<file path="src/rtl/hazard_controller.sv">
// Hazard controller for a 5-stage in-order pipeline.
// Detects load-use hazards, applies redirect flushes, selects EX operand
// forwarding sources, and drains and freezes the pipeline on an external
// 4-phase halt request.
module hazard_controller #(
   parameter int REGADDR_W   = 5,
   parameter int DRAIN_DEPTH = 4   // legal range 1..15
) (
   input  logic                 i_clk,
   input  logic                 i_rst_n,
   // decode stage
   input  logic [REGADDR_W-1:0] i_id_rs1,
   input  logic [REGADDR_W-1:0] i_id_rs2,
   input  logic                 i_id_use_rs1,
   input  logic                 i_id_use_rs2,
   // execute stage
   input  logic [REGADDR_W-1:0] i_ex_rd,
   input  logic                 i_ex_regwrite,
   input  logic                 i_ex_is_load,
   input  logic                 i_ex_redirect,
   input  logic [REGADDR_W-1:0] i_ex_rs1,
   input  logic [REGADDR_W-1:0] i_ex_rs2,
   // memory stage
   input  logic [REGADDR_W-1:0] i_mem_rd,
   input  logic                 i_mem_regwrite,
   // writeback stage
   input  logic [REGADDR_W-1:0] i_wb_rd,
   input  logic                 i_wb_regwrite,
   // halt handshake
   input  logic                 i_halt_req,
   output logic                 o_halt_ack,
   // pipeline control
   output logic                 o_pc_en,
   output logic                 o_dbuf_en,
   output logic                 o_dbuf_flush,
   output logic                 o_ebuf_flush,
   output logic [1:0]           o_fwd_rs1,
   output logic [1:0]           o_fwd_rs2,
   output logic [1:0]           o_state
);

   typedef enum logic [1:0] {
      ST_RUN    = 2'b00,
      ST_DRAIN  = 2'b01,
      ST_HALTED = 2'b10
   } state_t;

   localparam logic [3:0] C_DEPTH = 4'(DRAIN_DEPTH);

   // forwarding select codes
   localparam logic [1:0] FWD_BUF = 2'b00;
   localparam logic [1:0] FWD_MEM = 2'b01;
   localparam logic [1:0] FWD_WB  = 2'b10;

   state_t     r_state;
   logic [3:0] r_cnt;
   logic       r_halt_ack;
   logic       w_lu;

   // Register x0 is hardwired zero, so a write to it is never a real producer.
   assign w_lu = i_ex_is_load && i_ex_regwrite && (i_ex_rd != '0) &&
                 ((i_id_use_rs1 && (i_id_rs1 == i_ex_rd)) ||
                  (i_id_use_rs2 && (i_id_rs2 == i_ex_rd)));

   function automatic logic [1:0] fwd_sel(
      input logic [REGADDR_W-1:0] rs,
      input logic [REGADDR_W-1:0] mem_rd,
      input logic                 mem_wr,
      input logic [REGADDR_W-1:0] wb_rd,
      input logic                 wb_wr
   );
      // MEM holds the younger result, so it wins over WB.
      if (mem_wr && (mem_rd != '0) && (mem_rd == rs))
         return FWD_MEM;
      else if (wb_wr && (wb_rd != '0) && (wb_rd == rs))
         return FWD_WB;
      else
         return FWD_BUF;
   endfunction

   // Operand source selection for both EX operands.
   always_comb begin
      o_fwd_rs1 = fwd_sel(i_ex_rs1, i_mem_rd, i_mem_regwrite, i_wb_rd, i_wb_regwrite);
      o_fwd_rs2 = fwd_sel(i_ex_rs2, i_mem_rd, i_mem_regwrite, i_wb_rd, i_wb_regwrite);
   end

   // Stall / flush / fetch-enable decode from state and current hazards.
   always_comb begin
      // NOTE: every output gets a default first so no path leaves it unassigned,
      // which would otherwise infer a latch.
      o_pc_en      = 1'b1;
      o_dbuf_en    = 1'b1;
      o_dbuf_flush = 1'b0;
      o_ebuf_flush = 1'b0;
      if (r_state == ST_HALTED) begin
         // frozen: keep feeding bubbles, redirects are ignored
         o_pc_en      = 1'b0;
         o_dbuf_flush = 1'b1;
      end else if (i_ex_redirect) begin
         // squash the two wrong-path instructions, fetch from the new target
         o_dbuf_flush = 1'b1;
         o_ebuf_flush = 1'b1;
      end else if (w_lu) begin
         // hold PC and decode, insert a bubble into EX for one cycle
         o_pc_en      = 1'b0;
         o_dbuf_en    = 1'b0;
         o_ebuf_flush = 1'b1;
      end else if (r_state == ST_DRAIN) begin
         // stop fetching; decode receives bubbles while the pipe empties
         o_pc_en      = 1'b0;
         o_dbuf_flush = 1'b1;
      end
   end

   // Halt FSM with drain counter and registered acknowledge.
   always_ff @(posedge i_clk or negedge i_rst_n) begin
      // NOTE: sequential state uses non-blocking assignments so every
      // register samples pre-edge values regardless of statement order.
      if (!i_rst_n) begin
         r_state    <= ST_RUN;
         r_cnt      <= '0;
         r_halt_ack <= 1'b0;
      end else begin
         case (r_state)
            ST_RUN: begin
               // a redirect this cycle postpones drain entry by one cycle
               if (i_halt_req && !i_ex_redirect) begin
                  r_state <= ST_DRAIN;
                  r_cnt   <= C_DEPTH;
               end
            end
            ST_DRAIN: begin
               if (!i_halt_req) begin
                  // request withdrawn: resume fetching at the held PC
                  r_state <= ST_RUN;
                  r_cnt   <= '0;
               end else if (i_ex_redirect) begin
                  // new instructions may follow the redirect target; restart drain
                  r_cnt <= C_DEPTH;
               end else if (!w_lu) begin
                  if (r_cnt == 4'd1) begin
                     r_state    <= ST_HALTED;
                     r_cnt      <= '0;
                     r_halt_ack <= 1'b1;
                  end else begin
                     r_cnt <= r_cnt - 4'd1;
                  end
               end
            end
            ST_HALTED: begin
               if (!i_halt_req) begin
                  r_state    <= ST_RUN;
                  r_halt_ack <= 1'b0;
               end
            end
            default: begin
               r_state    <= ST_RUN;
               r_cnt      <= '0;
               r_halt_ack <= 1'b0;
            end
         endcase
      end
   end

   assign o_halt_ack = r_halt_ack;
   assign o_state    = r_state;

endmodule

</file>
<file path="config.mk">
export PLATFORM = sky130hd
export DESIGN_NAME = hazard_controller
export DESIGN_NICKNAME = d
export VERILOG_FILES = /design/src/rtl/hazard_controller.sv
export SDC_FILE = /design/constraint.sdc
export NUM_CORES = 1
export LEC_CHECK = 0
export CAP_MARGIN = 15
export CORE_MARGIN = 2
export CORE_UTILIZATION = 35
export DETAILED_ROUTE_END_ITERATION = 16
export PLACE_DENSITY = 0.8
export SYNTH_ARGS = -nofsm -noshare
export SYNTH_HDL_FRONTEND = slang
export SYNTH_SLANG_ARGS = --single-unit
</file>
<file path="constraint.sdc">
create_clock -name i_clk -period 2.1 [get_ports i_clk]
set_input_delay 0.42 -clock i_clk [delete_from_list [all_inputs] [get_ports i_clk]]
set_output_delay 0.42 -clock i_clk [all_outputs]
set_load 0.05 [all_outputs]
</file>
==> impl_results.md, run 1 <==
* Status: finished with violations
* Failing checks: negative setup slack
* Fraction of layout cells with a size suffix above 1 at 47.6%
* Final ANT Viol Nets at 0
* Clock share of power at 16.5%
* PnR Total Power at 696 uW
* P_sw at 268 uW
* MaxCap Viol Count at 0
* Clock Skew at 0.00250 ns
* H-tree levels at 1
* Drt first pass iters at 4
* Worst Hold Class: input port to asynchronous set/reset pin
* Worst-margin pin slew at 0.495 ns
* Hpwl dp at 3030 um
* I/O pins at 56
* Sequential share of power at 23.7%
* Port bufs at 55
* CTS tree: built
* Worst-path fanout max at 2
* Grt total ovfl at 0
* Hold Fails Final Rpt at 0
* Final WS setup at -0.205 ns
* Synth Register Bits at 7
* # hold bufs at CTS at 0
* Final nets at 237
* WS Path Type: input port to output port
* Worst setup EP type: output port
* Synth Area in XOR/XNOR at 32.2%
* Max VDD drop at 601 uV
* Final core utilization at 87.0%
* Die ar. at 2740 um2
* Clk_lat worst skew at 0.24 ns
* Clock transition at path regs at 0.05 ns
* First-pass GRT wire length at 6130 um
* Top area cells in the synthesized netlist: dfrtp_1 (21%), xnor2_1 (17%), xor2_1 (15%)
* Slew headroom at 66.9%
* CTS Buf Count at 3
* Adder-cell area share of the yosys netlist at 3.06%
* Distinct cells, synth at 27
* Wire per inst at 19.3 um
* Leak at 0.862 nW
* Layout Area Growth over Synthesis at 136%
* Switching Fraction at 38.4%
* Power share of the combinational group at 59.8%
* Setup TNS at -0.550 ns
* Clock Tree Buf Depth at 2
* Core area at 2210 um2
* Routability cong. at 0.811
* Number of DRC violations after detailed-routing iteration 0 at 30
* Most common cell after layout, fill and taps aside: buf_4
* Final setup violation count at 6
* RSZ-0062 raised after global routing: true
* Maximum number of pins on one net before global-route repair at 10
* Synth Area in Compound Gates at 17.0%
* Period utilization at 110%
* Final WL at 4190 um
* Mux share of post-synthesis cell area at 0%
* Synth Cell Area at 817 um2
* Area leader, netlist: dfrtp_1
* Largest family of logic cells by synthesized area: XOR/XNOR gates
* Mapped Cells at 99
* Via/cell ratio at 5.57
* Average cell area after synthesis at 8.25 um2
* Syn nets at 146
* Vias in the first global route at 1308
* Die Y at 52.3 um
* Starting density of the core at 36.9%
* Warnings, synthesis at 0
* DRC Markers at 0
* Die X at 52.3 um
* Pint at 429 uW
* Most frequent cells in the layout: buf_4 (26), xor2_1 (13), clkdlybuf4s50_1 (11)
* Final min period at 2.31 ns
* Sequential share of the synthesized area at 21.4%
* N_diodes at 0
* Slew Limit Fails at 0
* PD cells at 362 nW/um2
* Gr usage total at 31.3%
* Post-Synth Simple-Gate Area at 22.2%
* Top-area cell type share of the netlist area at 21.4%
* Clk sinks at 7
* FMAX at 0.434 GHz
* Startpoint types: input port
* Dpl cells at 210
* Required time worst endpoint at 1.68 ns
* Initial antenna violation count at 0
* Root buf cell: clkbuf_4
* WP data arrival at 1.89 ns
* Finished Layout Cells at 217
* Row count at 17
* Via count at 1208
-- critical path, stage by stage --
cell and delay [ns]:
buf_6 0.10, or4_4 0.56, o21ai_4 0.21, nor4_4 0.06
nor4_4 0.36, buf_12 0.18
-- final cells by class --
cell class / count / area, um2
tap: 28 / 35.0
inverter: 6 / 22.5
timing repair buffer: 87 / 813
multi-input combinational: 85 / 853
clock buffer: 4 / 26.3
fill: 119 / 287
sequential: 7 / 175
-- Yosys cell counts --
| master | instances |
|---|---|
| nor2_1 | 4 |
| inv_1 | 6 |
| ha_1 | 2 |
| o311a_1 | 1 |
| or3_1 | 2 |
| xor2_1 | 14 |
| or4_1 | 4 |
| a311oi_1 | 1 |
| dfrtp_1 | 7 |
| and2_4 | 1 |
| xnor2_1 | 16 |
| buf_6 | 1 |
| nand3_1 | 3 |
| nand2_1 | 6 |
| o32ai_1 | 3 |
| nor3_1 | 3 |
| nand4_1 | 2 |
| o21ai_0 | 6 |
| a32o_1 | 2 |
| a31oi_1 | 1 |
| nand2b_1 | 2 |
| a21oi_1 | 2 |
| nor4_1 | 4 |
| and3_1 | 1 |
| a41oi_1 | 1 |
| o22ai_1 | 3 |
| nor2b_1 | 1 |
-- path summary, 6_finish.rpt --
kind / from / slack [ns] / depth (start not counted) / endpoint
worst max-delay path: i_mem_rd[3] / -0.21 / 6 / o_fwd_rs2[1]
worst min-delay path: i_rst_n / 0.42 / 1 / r_cnt[0]
worst max register to register: o_state[0] / 0.52 / 5 / r_cnt[0]
worst min register to register: o_halt_ack / 0.53 / 1 / o_halt_ack
max in group asynchronous: i_rst_n / 1.46 / 1 / o_halt_ack
min in group i_clk: o_halt_ack / 0.53 / 1 / o_halt_ack
-- through the flow --
| step | setup slack [ns] | hold slack (ns) | area, um2 |
|---|---|---|---|
| floorplan | -0.182 | 0.124 | 923 |
| global placement | -0.501 | 0.500 | 1800 |
| detailed placement | -0.617 | 0.505 | 1800 |
| CTS | -0.197 | 0.428 | 1940 |
| global route | -0.224 | 0.439 | 1930 |
| finish | -0.205 | 0.424 | 1930 |
-- power groups by stage --
stage                     Sequential, mW  Combinational, mW  Clock, mW
final                              0.165              0.417      0.115
after global routing               0.166              0.438      0.126
after CTS                          0.164              0.399      0.119
after detailed placement           0.166              0.384          0
after global placement             0.164              0.370          0
after floorplan                    0.190              0.147          0
-- kinds of logic (layout without fill, tap and decap cells) --
kind of cell	count (synthesis)	after routing
adder cells (fa/ha/maj)	2	2
XOR/XNOR	30	30
AO/OA/AOI/OAI	20	20
buffers and inverters	7	97
AND/OR/NAND/NOR	33	33
flip-flops	7	7
-- flip-flops by register name, indices dropped and copies added (netlist names) --
name / cells
o_halt_ack: 1
o_state: 2
r_cnt: 4
-- routing by layer --
metal / vias to the layer above / GRT usage (%) / share of wire, %
met5: - / 0 / 0
met4: 0 / 14.5 / 4.9
li1: 544 / - / -
met3: 22 / 5.43 / 7.3
met2: 76 / 63.7 / 55
met1: 566 / 28.9 / 33
-- timing repair --
| item | in CTS | in global routing |
|---|---|---|
| setup buffers | 2 | 1 |
| hold endpoints to repair | 0 | 0 |
| pin swaps | 33 | 18 |
| endpoints found under the setup margin | 8 | 8 |
| gates resized for setup | 106 | 22 |
Note: power is estimated with default switching activity, not from simulation.
==> run 2: changes to the inputs <==
--- a/config.mk
+++ b/config.mk
@@ -6,9 +6,9 @@
 export NUM_CORES = 1
 export LEC_CHECK = 0
 export CAP_MARGIN = 15
-export CORE_MARGIN = 2
 export CORE_UTILIZATION = 35
 export DETAILED_ROUTE_END_ITERATION = 16
+export HOLD_SLACK_MARGIN = 0.1
 export PLACE_DENSITY = 0.8
 export SYNTH_ARGS = -nofsm -noshare
 export SYNTH_HDL_FRONTEND = slang
==> impl_results.md, run 2 (synthesis gave the netlist of run 1 again) <==
* Clock Skew at 0.00763 ns (+0.00513 ns)
* Most common cell after layout, fill and taps aside: buf_4
* Clock Tree Buf Depth at 2 (unchanged)
* CP max stage cell: or4_4
* I/O pins at 56 (unchanged)
* Required time worst endpoint at 1.68 ns (about the same)
* Clock transition at path regs at 0.05 ns (about the same)
* Worst-margin pin slew at 0.501 ns (+0.00541 ns)
* Via count at 1179 (-2.4%)
* WP data arrival at 1.81 ns (-0.08 ns)
* # hold bufs at CTS at 0 (unchanged)
* WS Path Type: input port to output port
* Clk sinks at 7 (unchanged)
* Startpoint types: input port
* Via/cell ratio at 5.41 (-2.8%)
* Number of DRC violations after detailed-routing iteration 0 at 20 (-33%)
* Leak at 0.896 nW (+3.9%)
* Final WS setup at -0.127 ns (+0.0782 ns)
* Vias in the first global route at 1182 (-9.6%)
* Max VDD drop at 472 uV (-21%)
* Final setup violation count at 6 (unchanged)
* CP cell instances: buf_6 > buf_6 > xor2_1 > or4_4 > nor4_4 > buf_12
* N_diodes at 0 (unchanged)
* Hpwl dp at 2680 um (-12%)
* Core area at 2210 um2 (unchanged)
* Worst setup EP type: output port
* Die Y at 50.3 um (-3.8%)
* Max reg flops at 4 (unchanged)
* Clk_lat worst skew at 0.26 ns (+0.02 ns)
* DRC Markers at 0 (unchanged)
* Final WL at 3880 um (-7.4%)
* Failing checks: negative setup slack
* CTS Buf Count at 3 (unchanged)
* Hold Fails Final Rpt at 0 (unchanged)
* Critical Path Max Stage Delay at 0.52 ns (-0.04 ns)
* Grt total ovfl at 0 (unchanged)
* Maximum number of pins on one net before global-route repair at 10 (unchanged)
* Worst Hold Class: input port to asynchronous set/reset pin
* Final ANT Viol Nets at 0 (unchanged)
* Root buf cell: clkbuf_4
* Slew Limit Fails at 0 (unchanged)
* Pre-CTS setup slack at -0.592 ns (+0.0245 ns)
* Most frequent cell on the critical path: buf_6
* Fraction of layout cells with a size suffix above 1 at 51.6% (+4.0 points)
* Port bufs at 55 (unchanged)
* Layout Area Growth over Synthesis at 137%
* Dpl cells at 208 (-0.95%)
* Initial antenna violation count at 0 (unchanged)
* Row count at 17 (unchanged)
* Most frequent cells in the layout: buf_4 (27), clkbuf_2 (15), xor2_1 (14), clkdlybuf4s50_1 (11), buf_6 (11)
* Period utilization at 106% (-3.7 points)
* MaxCap Viol Count at 0 (unchanged)
* Status: finished with violations
* Die ar. at 2530 um2 (-7.5%)
* Starting density of the core at 36.9% (unchanged)
* CTS tree: built
* PD cells at 362 nW/um2 (+0.26%)
* FMAX at 0.449 GHz (+3.5%)
* Wire per inst at 17.8 um (-7.8%)
* Die X at 50.3 um (-3.8%)
* Gr usage total at 28.2% (-3.1 points)
* RSZ-0062 raised after global routing: true
* Top reg by flops: r_cnt
* Drt first pass iters at 4 (unchanged)
* Slew headroom at 66.5% (-0.36 points)
* Routability cong. at 0.840 (+3.6%)
* Final min period at 2.23 ns (-0.0782 ns)
* Worst-path fanout max at 2 (unchanged)
* H-tree levels at 1 (unchanged)
* Final nets at 238 (+0.42%)
* Finished Layout Cells at 218 (+0.46%)
* First-pass GRT wire length at 5300 um (-14%)
==> run 2: area by class of cell <==
cell class | instances | area [um2]
multi-input cells | 85 | 857
repair buffers | 88 | 822
fillers | 107 | 274
flip-flops and latches | 7 | 175
well taps | 28 | 35.0
clock buffers | 4 | 26.3
inverters | 6 | 22.5
==> run 2: path summary, 6_finish.rpt <==
kind | from | end | slack (ns) | cells after the start
hold / removal | i_rst_n | o_halt_ack | 0.41 | 1
min in group i_clk | o_halt_ack | o_halt_ack | 0.52 | 1
setup reg to reg | o_state[1] | r_cnt[0] | 0.61 | 5
hold reg to reg | o_halt_ack | o_halt_ack | 0.52 | 1
setup / recovery | i_wb_rd[1] | o_fwd_rs2[1] | -0.13 | 6
max in group asynchronous | i_rst_n | o_state[0] | 1.45 | 1
==> run 2: metrics by stage <==
step                cell area (um2)  power [mW]  setup TNS [ns]  hold slack, ns  util [%]
global route                   1940       0.741          -0.591           0.430      87.6
CTS                            1870       0.672          -0.769           0.416      84.5
floorplan                       923       0.338          -0.387           0.124         -
detailed placement             1780       0.542           -4.31           0.507      80.5
global placement               1780       0.531           -3.92           0.500      80.5
finish                         1940       0.702          -0.334           0.410      87.6
==> run 2: routing by layer <==
metal,vias to the layer above,track usage (%),part of all wire (%)
met1,554,27.0,32
met5,-,0,0
met2,55,57.8,58
li1,552,-,-
met3,18,3.94,4.5
met4,0,12.0,5.3
==> run 2: where the power goes <==
part           switching, mW  total (mW)  internal [mW]  leakage (nW)
Combinational          0.207       0.415          0.207         0.789
Sequential            0.0126       0.164          0.151        0.0921
Clock                 0.0513       0.124         0.0726        0.0150
Total                  0.271       0.702          0.431         0.896
==> run 2: repair_timing <==
action	in CTS	in global routing
setup endpoints to repair	8	8
setup buffers	6	1
resized for setup	70	62
pin swaps	28	31
==> run 2: worst max-delay path: cells and delay by family <==
kind          cells  cell delay, ns
simple gates      2            0.87
buf+inv           3            0.38
xor+xnor          1            0.13
